File: src/rtl/alu_op_driver.sv
// ---------------------------------------------------------------------------
// alu_op_driver
//
// Stimulus-and-capture driver for the four-operation register ALU (sum,
// difference, AND, OR). Operand pairs arrive on a valid/ready command port
// and are queued in a small FIFO. One command is in flight at a time:
//   - the operands are driven to the ALU with a one-cycle start strobe,
//   - the driver waits LAT cycles,
//   - it samples the four ALU result registers once,
//   - it compares them with values computed locally from the same operands.
// The captured results are held on a valid/ready result port until accepted.
//
// Parameters:
//   WIDTH  operand/result width
//   DEPTH  command FIFO entries (power of two, >= 2)
//   LAT    ALU register latency in cycles (>= 1)
//
// Ports:
//   clk                              rising-edge clock
//   rst                              synchronous active-low reset
//   cmd_valid / cmd_ready            command handshake (ready = FIFO not full)
//   cmd_a, cmd_b                     command operands
//   alu_a, alu_b                     registered operands to the ALU
//   alu_start                        one-cycle strobe, operands valid
//   plus_in, mins_in, and_in, or_in  ALU result registers
//   res_valid / res_ready            result handshake
//   res_plus, res_mins, res_and,
//   res_or                           captured (observed) ALU results
//   err_pulse                        one-cycle mismatch flag at capture
//   err_cnt                          saturating mismatch count
// ---------------------------------------------------------------------------
module alu_op_driver #(
    parameter int WIDTH = 8,
    parameter int DEPTH = 4,
    parameter int LAT   = 1
) (
    input  logic             clk,
    input  logic             rst,

    input  logic             cmd_valid,
    output logic             cmd_ready,
    input  logic [WIDTH-1:0] cmd_a,
    input  logic [WIDTH-1:0] cmd_b,

    output logic [WIDTH-1:0] alu_a,
    output logic [WIDTH-1:0] alu_b,
    output logic             alu_start,
    input  logic [WIDTH-1:0] plus_in,
    input  logic [WIDTH-1:0] mins_in,
    input  logic [WIDTH-1:0] and_in,
    input  logic [WIDTH-1:0] or_in,

    output logic             res_valid,
    input  logic             res_ready,
    output logic [WIDTH-1:0] res_plus,
    output logic [WIDTH-1:0] res_mins,
    output logic [WIDTH-1:0] res_and,
    output logic [WIDTH-1:0] res_or,

    output logic             err_pulse,
    output logic [15:0]      err_cnt
);

    localparam int AW = $clog2(DEPTH);
    localparam int CW = $clog2(LAT + 1);

    localparam logic [AW:0]   PTR_ONE = 1;
    localparam logic [CW-1:0] CNT_ONE = 1;
    localparam logic [CW-1:0] CNT_LAT = CW'(LAT);

    typedef enum logic [1:0] {
        S_IDLE,
        S_DRIVE,
        S_WAIT,
        S_HOLD
    } state_t;

    // ------------------------------------------------------------------
    // Command FIFO
    // Pointers carry one extra wrap bit so full and empty are told apart
    // without a separate occupancy counter.
    // ------------------------------------------------------------------
    logic [WIDTH-1:0] mem_a [DEPTH];
    logic [WIDTH-1:0] mem_b [DEPTH];
    logic [AW:0]      wr_ptr;
    logic [AW:0]      rd_ptr;

    logic             full;
    logic             empty;
    logic             push;
    logic             pop;
    logic [WIDTH-1:0] head_a;
    logic [WIDTH-1:0] head_b;

    state_t           state;
    logic [CW-1:0]    wait_cnt;
    logic [WIDTH-1:0] exp_plus;
    logic [WIDTH-1:0] exp_mins;
    logic [WIDTH-1:0] exp_and;
    logic [WIDTH-1:0] exp_or;
    logic             mismatch;

    assign empty = (wr_ptr == rd_ptr);
    assign full  = (wr_ptr[AW] != rd_ptr[AW]) &&
                   (wr_ptr[AW-1:0] == rd_ptr[AW-1:0]);

    // Ready depends only on registered pointers. A pop in the same cycle
    // does not make room for a push that was offered while full.
    assign cmd_ready = !full;
    assign push      = cmd_valid && !full;
    assign pop       = (state == S_IDLE) && !empty;

    assign head_a = mem_a[rd_ptr[AW-1:0]];
    assign head_b = mem_b[rd_ptr[AW-1:0]];

    // NOTE: the storage array is left out of reset on purpose. Only the
    // entries between rd_ptr and wr_ptr are ever read, and the pointers are
    // reset, so stale contents can never become visible.
    always_ff @(posedge clk) begin
        if (push) begin
            mem_a[wr_ptr[AW-1:0]] <= cmd_a;
            mem_b[wr_ptr[AW-1:0]] <= cmd_b;
        end
    end

    // NOTE: every clocked block uses non-blocking assignments, so each
    // register samples values from before the edge regardless of the
    // order in which the blocks are evaluated.
    always_ff @(posedge clk) begin
        if (!rst) begin
            wr_ptr <= '0;
            rd_ptr <= '0;
        end else begin
            if (push) wr_ptr <= wr_ptr + PTR_ONE;
            if (pop)  rd_ptr <= rd_ptr + PTR_ONE;
        end
    end

    // Any field differing from the locally computed value counts as one
    // mismatch. The comparison is only consumed on the capture cycle.
    assign mismatch = (plus_in != exp_plus) || (mins_in != exp_mins) ||
                      (and_in  != exp_and)  || (or_in   != exp_or);

    // ------------------------------------------------------------------
    // Sequencer: pop -> drive -> wait LAT -> capture -> hold until taken
    // ------------------------------------------------------------------
    always_ff @(posedge clk) begin
        if (!rst) begin
            state     <= S_IDLE;
            wait_cnt  <= '0;
            alu_a     <= '0;
            alu_b     <= '0;
            alu_start <= 1'b0;
            exp_plus  <= '0;
            exp_mins  <= '0;
            exp_and   <= '0;
            exp_or    <= '0;
            res_valid <= 1'b0;
            res_plus  <= '0;
            res_mins  <= '0;
            res_and   <= '0;
            res_or    <= '0;
            err_pulse <= 1'b0;
            err_cnt   <= '0;
        end else begin
            err_pulse <= 1'b0;

            case (state)
                S_IDLE: begin
                    if (!empty) begin
                        alu_a     <= head_a;
                        alu_b     <= head_b;
                        alu_start <= 1'b1;
                        // Expected values are latched together with the
                        // operands; sum and difference wrap modulo 2^WIDTH.
                        exp_plus  <= head_a + head_b;
                        exp_mins  <= head_a - head_b;
                        exp_and   <= head_a & head_b;
                        exp_or    <= head_a | head_b;
                        state     <= S_DRIVE;
                    end
                end

                S_DRIVE: begin
                    alu_start <= 1'b0;
                    wait_cnt  <= CNT_LAT;
                    state     <= S_WAIT;
                end

                S_WAIT: begin
                    wait_cnt <= wait_cnt - CNT_ONE;
                    // The counter reaching zero on this edge is the single
                    // sampling point; later ALU activity is ignored.
                    if (wait_cnt == CNT_ONE) begin
                        res_plus  <= plus_in;
                        res_mins  <= mins_in;
                        res_and   <= and_in;
                        res_or    <= or_in;
                        res_valid <= 1'b1;
                        if (mismatch) begin
                            err_pulse <= 1'b1;
                            if (err_cnt != 16'hFFFF) begin
                                err_cnt <= err_cnt + 16'd1;
                            end
                        end
                        state <= S_HOLD;
                    end
                end

                S_HOLD: begin
                    if (res_valid && res_ready) begin
                        res_valid <= 1'b0;
                        state     <= S_IDLE;
                    end
                end

                default: state <= S_IDLE;
            endcase
        end
    end

endmodule

File: config.mk
export PLATFORM = sky130hd
export DESIGN_NAME = alu_op_driver
export DESIGN_NICKNAME = d
export VERILOG_FILES = /design/src/rtl/alu_op_driver.sv
export SDC_FILE = /design/constraint.sdc
export NUM_CORES = 1
export LEC_CHECK = 0
export ABC_CLOCK_PERIOD_IN_PS = 3230
export CELL_PAD_IN_SITES_DETAIL_PLACEMENT = 0
export CELL_PAD_IN_SITES_GLOBAL_PLACEMENT = 1
export CORE_AREA = 2 2 183 113
export CTS_BUF_LIST = sky130_fd_sc_hd__clkbuf_8
export DETAILED_ROUTE_END_ITERATION = 8
export DIE_AREA = 0 0 185 115
export HOLD_SLACK_MARGIN = 0.08
export PLACE_DENSITY_LB_ADDON = 0.1
export SLEW_MARGIN = 40
export SYNTH_ARGS = -nofsm -noshare
export SYNTH_HDL_FRONTEND = slang
export SYNTH_SLANG_ARGS = --single-unit
export TNS_END_PERCENT = 50
File: constraint.sdc
create_clock -name clk -period 3.23 [get_ports clk]
set_clock_uncertainty 0.2 [all_clocks]
set_input_delay 0.323 -clock clk [delete_from_list [all_inputs] [get_ports clk]]
set_output_delay 0.323 -clock clk [all_outputs]
set_load 0.05 [all_outputs]
# Word-level counts from Yosys, hierarchy flattened
# Memory sizes are Yosys's and may differ from the RTL's. A register that Yosys moved wholly into a read port is not among the register bits.
# Cells that the tools add are included.
[word_totals]
regBits = 108
latch_bits = 0
mem_bits_rw = 64
mem_bits_ro = 0
in_bits = 52
out_inout_bits = 68
word_cells = 80
n_memories = 2
[classes]
n_addsub = 6
n_mul = 0
div_mod_pow = 0
order_cmp = 0
n_eq_ne = 14
n_shift = 0
mux = 17
bitwise = 3
n_reduce_logical = 20
[memory_table]
columns = ["memory", "depth", "width", "read_ports", "rd_clocked_by_memory_dff", "write_ports", "line_no", "text"]
rows = [
  ["mem_a", 4, 8, 1, 1, 1, "83", "logic [WIDTH-1:0] mem_a [DEPTH];"],
  ["mem_b", 4, 8, 1, 1, 1, "84", "logic [WIDTH-1:0] mem_b [DEPTH];"],
]
[ops]
columns = ["op", "n"]
rows = [
  ["$ne A8 B8 Y1", 4],
  ["$add A16 B1 Y16 const B", 1],
  ["$ne A16 B16 Y1 const B", 1],
  ["$mux W2", 7],
  ["$reduce_and A3 Y1", 3],
  ["$add A8 B8 Y8", 1],
  ["$and A8 B8 Y8", 1],
  ["$or A8 B8 Y8", 1],
  ["$pmux W2 S4", 1],
  ["$sub A8 B8 Y8", 1],
  ["$add A3 B1 Y3 const B", 2],
  ["$mux W1", 6],
  ["$ne A2 B2 Y1 const B", 3],
  ["$pmux W1 S2", 3],
  ["$reduce_and A2 Y1", 3],
  ["$reduce_bool A2 Y1", 3],
  ["$eq A2 B2 Y1 const B", 2],
  ["$logic_and A1 B1 Y1", 4],
  ["$reduce_and A4 Y1", 1],
  ["$eq A3 B3 Y1", 1],
  ["$logic_or A1 B1 Y1", 3],
  ["$eq A2 B1 Y1 const B", 1],
  ["$eq A2 B2 Y1", 1],
  ["$logic_not A1 Y1", 2],
  ["4 further kinds", 4],
]

# Longest topological paths before layout
[depth]
ltp_word = 6
depth_mapped = 12

# Least setup slack after synthesis
# Ideal clock, no wire load.
[synth_path]
path_kind = "reg2reg"
start = "register with a tool-made name"
end = "register exp_plus[7]"
setup_time_ns = 0.116
t_arrival_ns = 2.855
t_required_ns = 2.914
slack_ns = 0.059
path_stages_with_launch = 12
path_buffers = 3
period_less_slack_ns = 3.171
cell_sequence = "dfxtp_1 buf_2 buf_2 mux4_2 inv_1 ha_1 clkbuf_1 nor2b_1 o31a_1 o41ai_1 mux2i_1 a31o_2"
[synth_rtl]
columns = ["element", "line_no", "text"]
rows = [
  ["end signal: assignment", "176", "exp_plus <= head_a + head_b;"],
  ["end: declaration", "97", "logic [WIDTH-1:0] exp_plus;"],
]

==> flow_metrics.env <==
export IMPL_port_buffers=119
export IMPL_power_frac_clock_pct=19.4
export IMPL_clock_sinks=173
export IMPL_fp_dieW_um=185
export IMPL_critPathLaunchType="flip-flop"
export IMPL_slew_violations=0
export IMPL_cp_slowest_cell="mux4_2"
export IMPL_p_sw_w=0.003007
export IMPL_syn2layout_area_growth_pct=26.05
export IMPL_hold_depth=2
export IMPL_htreeDepth=4
export IMPL_grt_antenna_before_repair=0
export IMPL_synthesis_nets=811
export IMPL_grt_pass1_vias=5532
export IMPL_synth_flop_cell="dfxtp_1"
export IMPL_ant_nets=0
export IMPL_hold_viol=0
export IMPL_wire_per_inst_um=16.47
export IMPL_post_cts_buffers=0
export IMPL_drt_iter0_drc=321
export IMPL_syn_area_per_cell_um2=10.41
export IMPL_place_hpwl_mm=13.62
export IMPL_holdWs_ns=0.2556
export IMPL_synth_common_cells="nand2_1 (135), dfxtp_1 (109), a21oi_1 (86), edfxtp_1 (64), clkbuf_1 (37)"
export IMPL_synth_top_cell_by_area="dfxtp_1"
export IMPL_path_cells="buf_12, mux4_2, inv_1, ha_1, a21oi_1, nor2b_1, o31a_1, o41ai_2, mux2i_1, a31o_2"
export IMPL_async_flop_share_pct=0
export IMPL_yosys_warnings=0
export IMPL_grt_pass1_wl_mm=29.48
export IMPL_cap_viol_max_count=0
export IMPL_power_density_nw_per_um2=804.9
export IMPL_p_comb_share_pct=43.2
export IMPL_intPower_w=0.004630
export IMPL_netlist_area_um2=7527
export IMPL_finalNetCount=929
export IMPL_rows=40
export IMPL_worst_slew_pin_slew_ns=0.6943
export IMPL_p_leak_nw=3.454
export IMPL_clk_latency_ns=0.46
export IMPL_maxSlewHeadroom_pct=53.60
export IMPL_fin_crit_sh_pct=92.13
export IMPL_hold_path_class="reg -> reg"
export IMPL_overflow=0
export IMPL_boundaryPins=120
export IMPL_first_pass_iters=7
export IMPL_die_area_um2=21280
export IMPL_cts_buffer_depth=2
export IMPL_sequentialPowerShare_pct=37.4
export IMPL_core_area_um2=19620
export IMPL_setup_viol=0
export IMPL_required_ns=3.37
export IMPL_wirelength_mm=18.56
export IMPL_finalWorstPathRequiredPeriod_ns=2.976
export IMPL_ys_types=44
export IMPL_rsz0062_at_grt="no"
export IMPL_netSwitchingFraction_pct=39.37
export IMPL_max_stage_delay_ns=0.56
export IMPL_drc=0
export IMPL_synth_edf_count=64
export IMPL_clock_fmax_mhz=336.1
export IMPL_endpoint_kind="flip-flop"
export IMPL_cts_reportedPaths_clkPinSlew_ns=0.09
export IMPL_diodes=0
export IMPL_vias_per_cell=4.968
export IMPL_max_vdd_ir_drop_uv=440.0
export IMPL_critical_path_class="reg -> reg"
export IMPL_synth_most_common_cell="nand2_1"
export IMPL_grt_max_degree=87
export IMPL_synth_top_area_share_pct=28.99
export IMPL_initial_core_util_pct=38.37
export IMPL_crit_fanout=8
export IMPL_grt_usage_pct=18.26
export IMPL_place_congestion=0.7836
export IMPL_synth_area_leaders="dfxtp_1 (29%), edfxtp_1 (26%), nand2_1 (6.7%)"
export IMPL_status="finished, final reports clean"
export IMPL_cts_buffers=17
export IMPL_vias=5599
export IMPL_final_core_util_pct=48.36
export IMPL_synth_seq_cells=173
export IMPL_dieHeight_um=115
export IMPL_crit_arrival_ns=3.12
export IMPL_cts_tree="yes"
export IMPL_synthesis_instances=723
export IMPL_ys_seq_area_share_pct=54.52
export IMPL_drive_above_1_share_pct=8.899
export IMPL_fin_tns_setup_ns=0
export IMPL_root_buffer="clkbuf_8"
export IMPL_ff2ff_path_depth=10
==> cells by family (layout without fill, tap and decap cells) <==
kind of cell	after synthesis	in the layout	synth area share (%)
xor+xnor	48	48	5.585
compound gates	137	137	10.44
flops	173	173	54.52
buf+inv	70	201	3.590
fa+ha+maj	36	36	6.184
mux	22	22	5.585
simple gates	237	237	14.10
==> path summary, 6_finish.rpt <==
| kind | to | startpoint | slack (ns) |
|---|---|---|---|
| hold / removal | alu_b[5] | alu_b[5] | 0.26 |
| setup / recovery | exp_plus[7] | flip-flop | 0.25 |
| hold reg to reg | alu_b[5] | alu_b[5] | 0.26 |
| setup reg to reg | exp_plus[7] | flip-flop | 0.25 |
==> worst max-delay path: cells and delay by family, from the launching register on <==
kind                     cells  cell delay [ns]
adder cells (fa/ha/maj)      1             0.25
multiplexers                 2             0.68
AO/OA/AOI/OAI                4             0.95
AND/OR/NAND/NOR              1             0.10
flip-flops                   1             0.42
buffers and inverters        2             0.28
==> layer usage <==
| metal | global-route usage [%] | wire length, µm | vias up |
|---|---|---|---|
| met2 | 28.11 | 8298 | 110 |
| li1 | - | - | 2751 |
| met4 | 4.603 | 112 | 0 |
| met1 | 26.28 | 9325 | 2729 |
| met5 | 0 | 0 | - |
| met3 | 3.959 | 821 | 9 |
==> power by group through the flow <==
stage                     Clock, W  Combinational [W]  Sequential, W
after floorplan                  0            0.00197        0.00320
after detailed placement         0            0.00330        0.00291
after global routing       0.00161            0.00367        0.00290
after CTS                  0.00153            0.00332        0.00286
after global placement           0            0.00326        0.00290
final                      0.00148            0.00330        0.00285
==> placed cells by master, fill, tap and decap left out, types with 5 or more instances in the layout <==
| cell | count |
|---|---|
| a211oi_1 | 14 |
| xor2_1 | 35 |
| inv_1 | 30 |
| mux4_2 | 16 |
| buf_4 | 17 |
| edfxtp_1 | 64 |
| nor4_1 | 8 |
| nor2_1 | 32 |
| ha_1 | 34 |
| and3_1 | 9 |
| nand3_1 | 12 |
| mux2i_1 | 6 |
| dfxtp_1 | 109 |
| o21ai_0 | 16 |
| a21oi_1 | 86 |
| or3_1 | 10 |
| o31ai_1 | 5 |
| clkbuf_8 | 17 |
| nand4_1 | 6 |
| nand2_1 | 135 |
| clkdlybuf4s50_1 | 119 |
| xnor2_1 | 13 |
| nor3_1 | 7 |
==> per-stage QoR <==
step           total power, W  instance area, µm²  setup slack, ns  cells
2_1_floorplan        0.005171                7527          0.05880    723
3_3_place_gp         0.006158                9087           0.2486   1094
3_5_place_dp         0.006214                9099           0.1630   1095
4_1_cts              0.007710                9480           0.1319   1127
5_1_grt              0.008182                9488          0.06059   1127
6_report             0.007637                9488           0.2543   1127
==> timing repair <==
item / in CTS / in global routing
endpoints found under the hold margin: 0 / 0
setup endpoints to repair: 0 / 1
hold buffers: 0 / 0
gates resized for setup: 0 / 1
==> cell type report <==
type                            instances  area (µm²)
Clock buffer                           17       234.0
Clock inverter                         15       147.6
Fill cell                            1799       10130
Inverter                               29       108.9
Multi-Input combinational cell        480        3162
Sequential cell                       173        4104
Tap cell                              273       341.6
Timing Repair Buffer                  140        1390
Note: power is estimated with default switching activity, not from simulation.
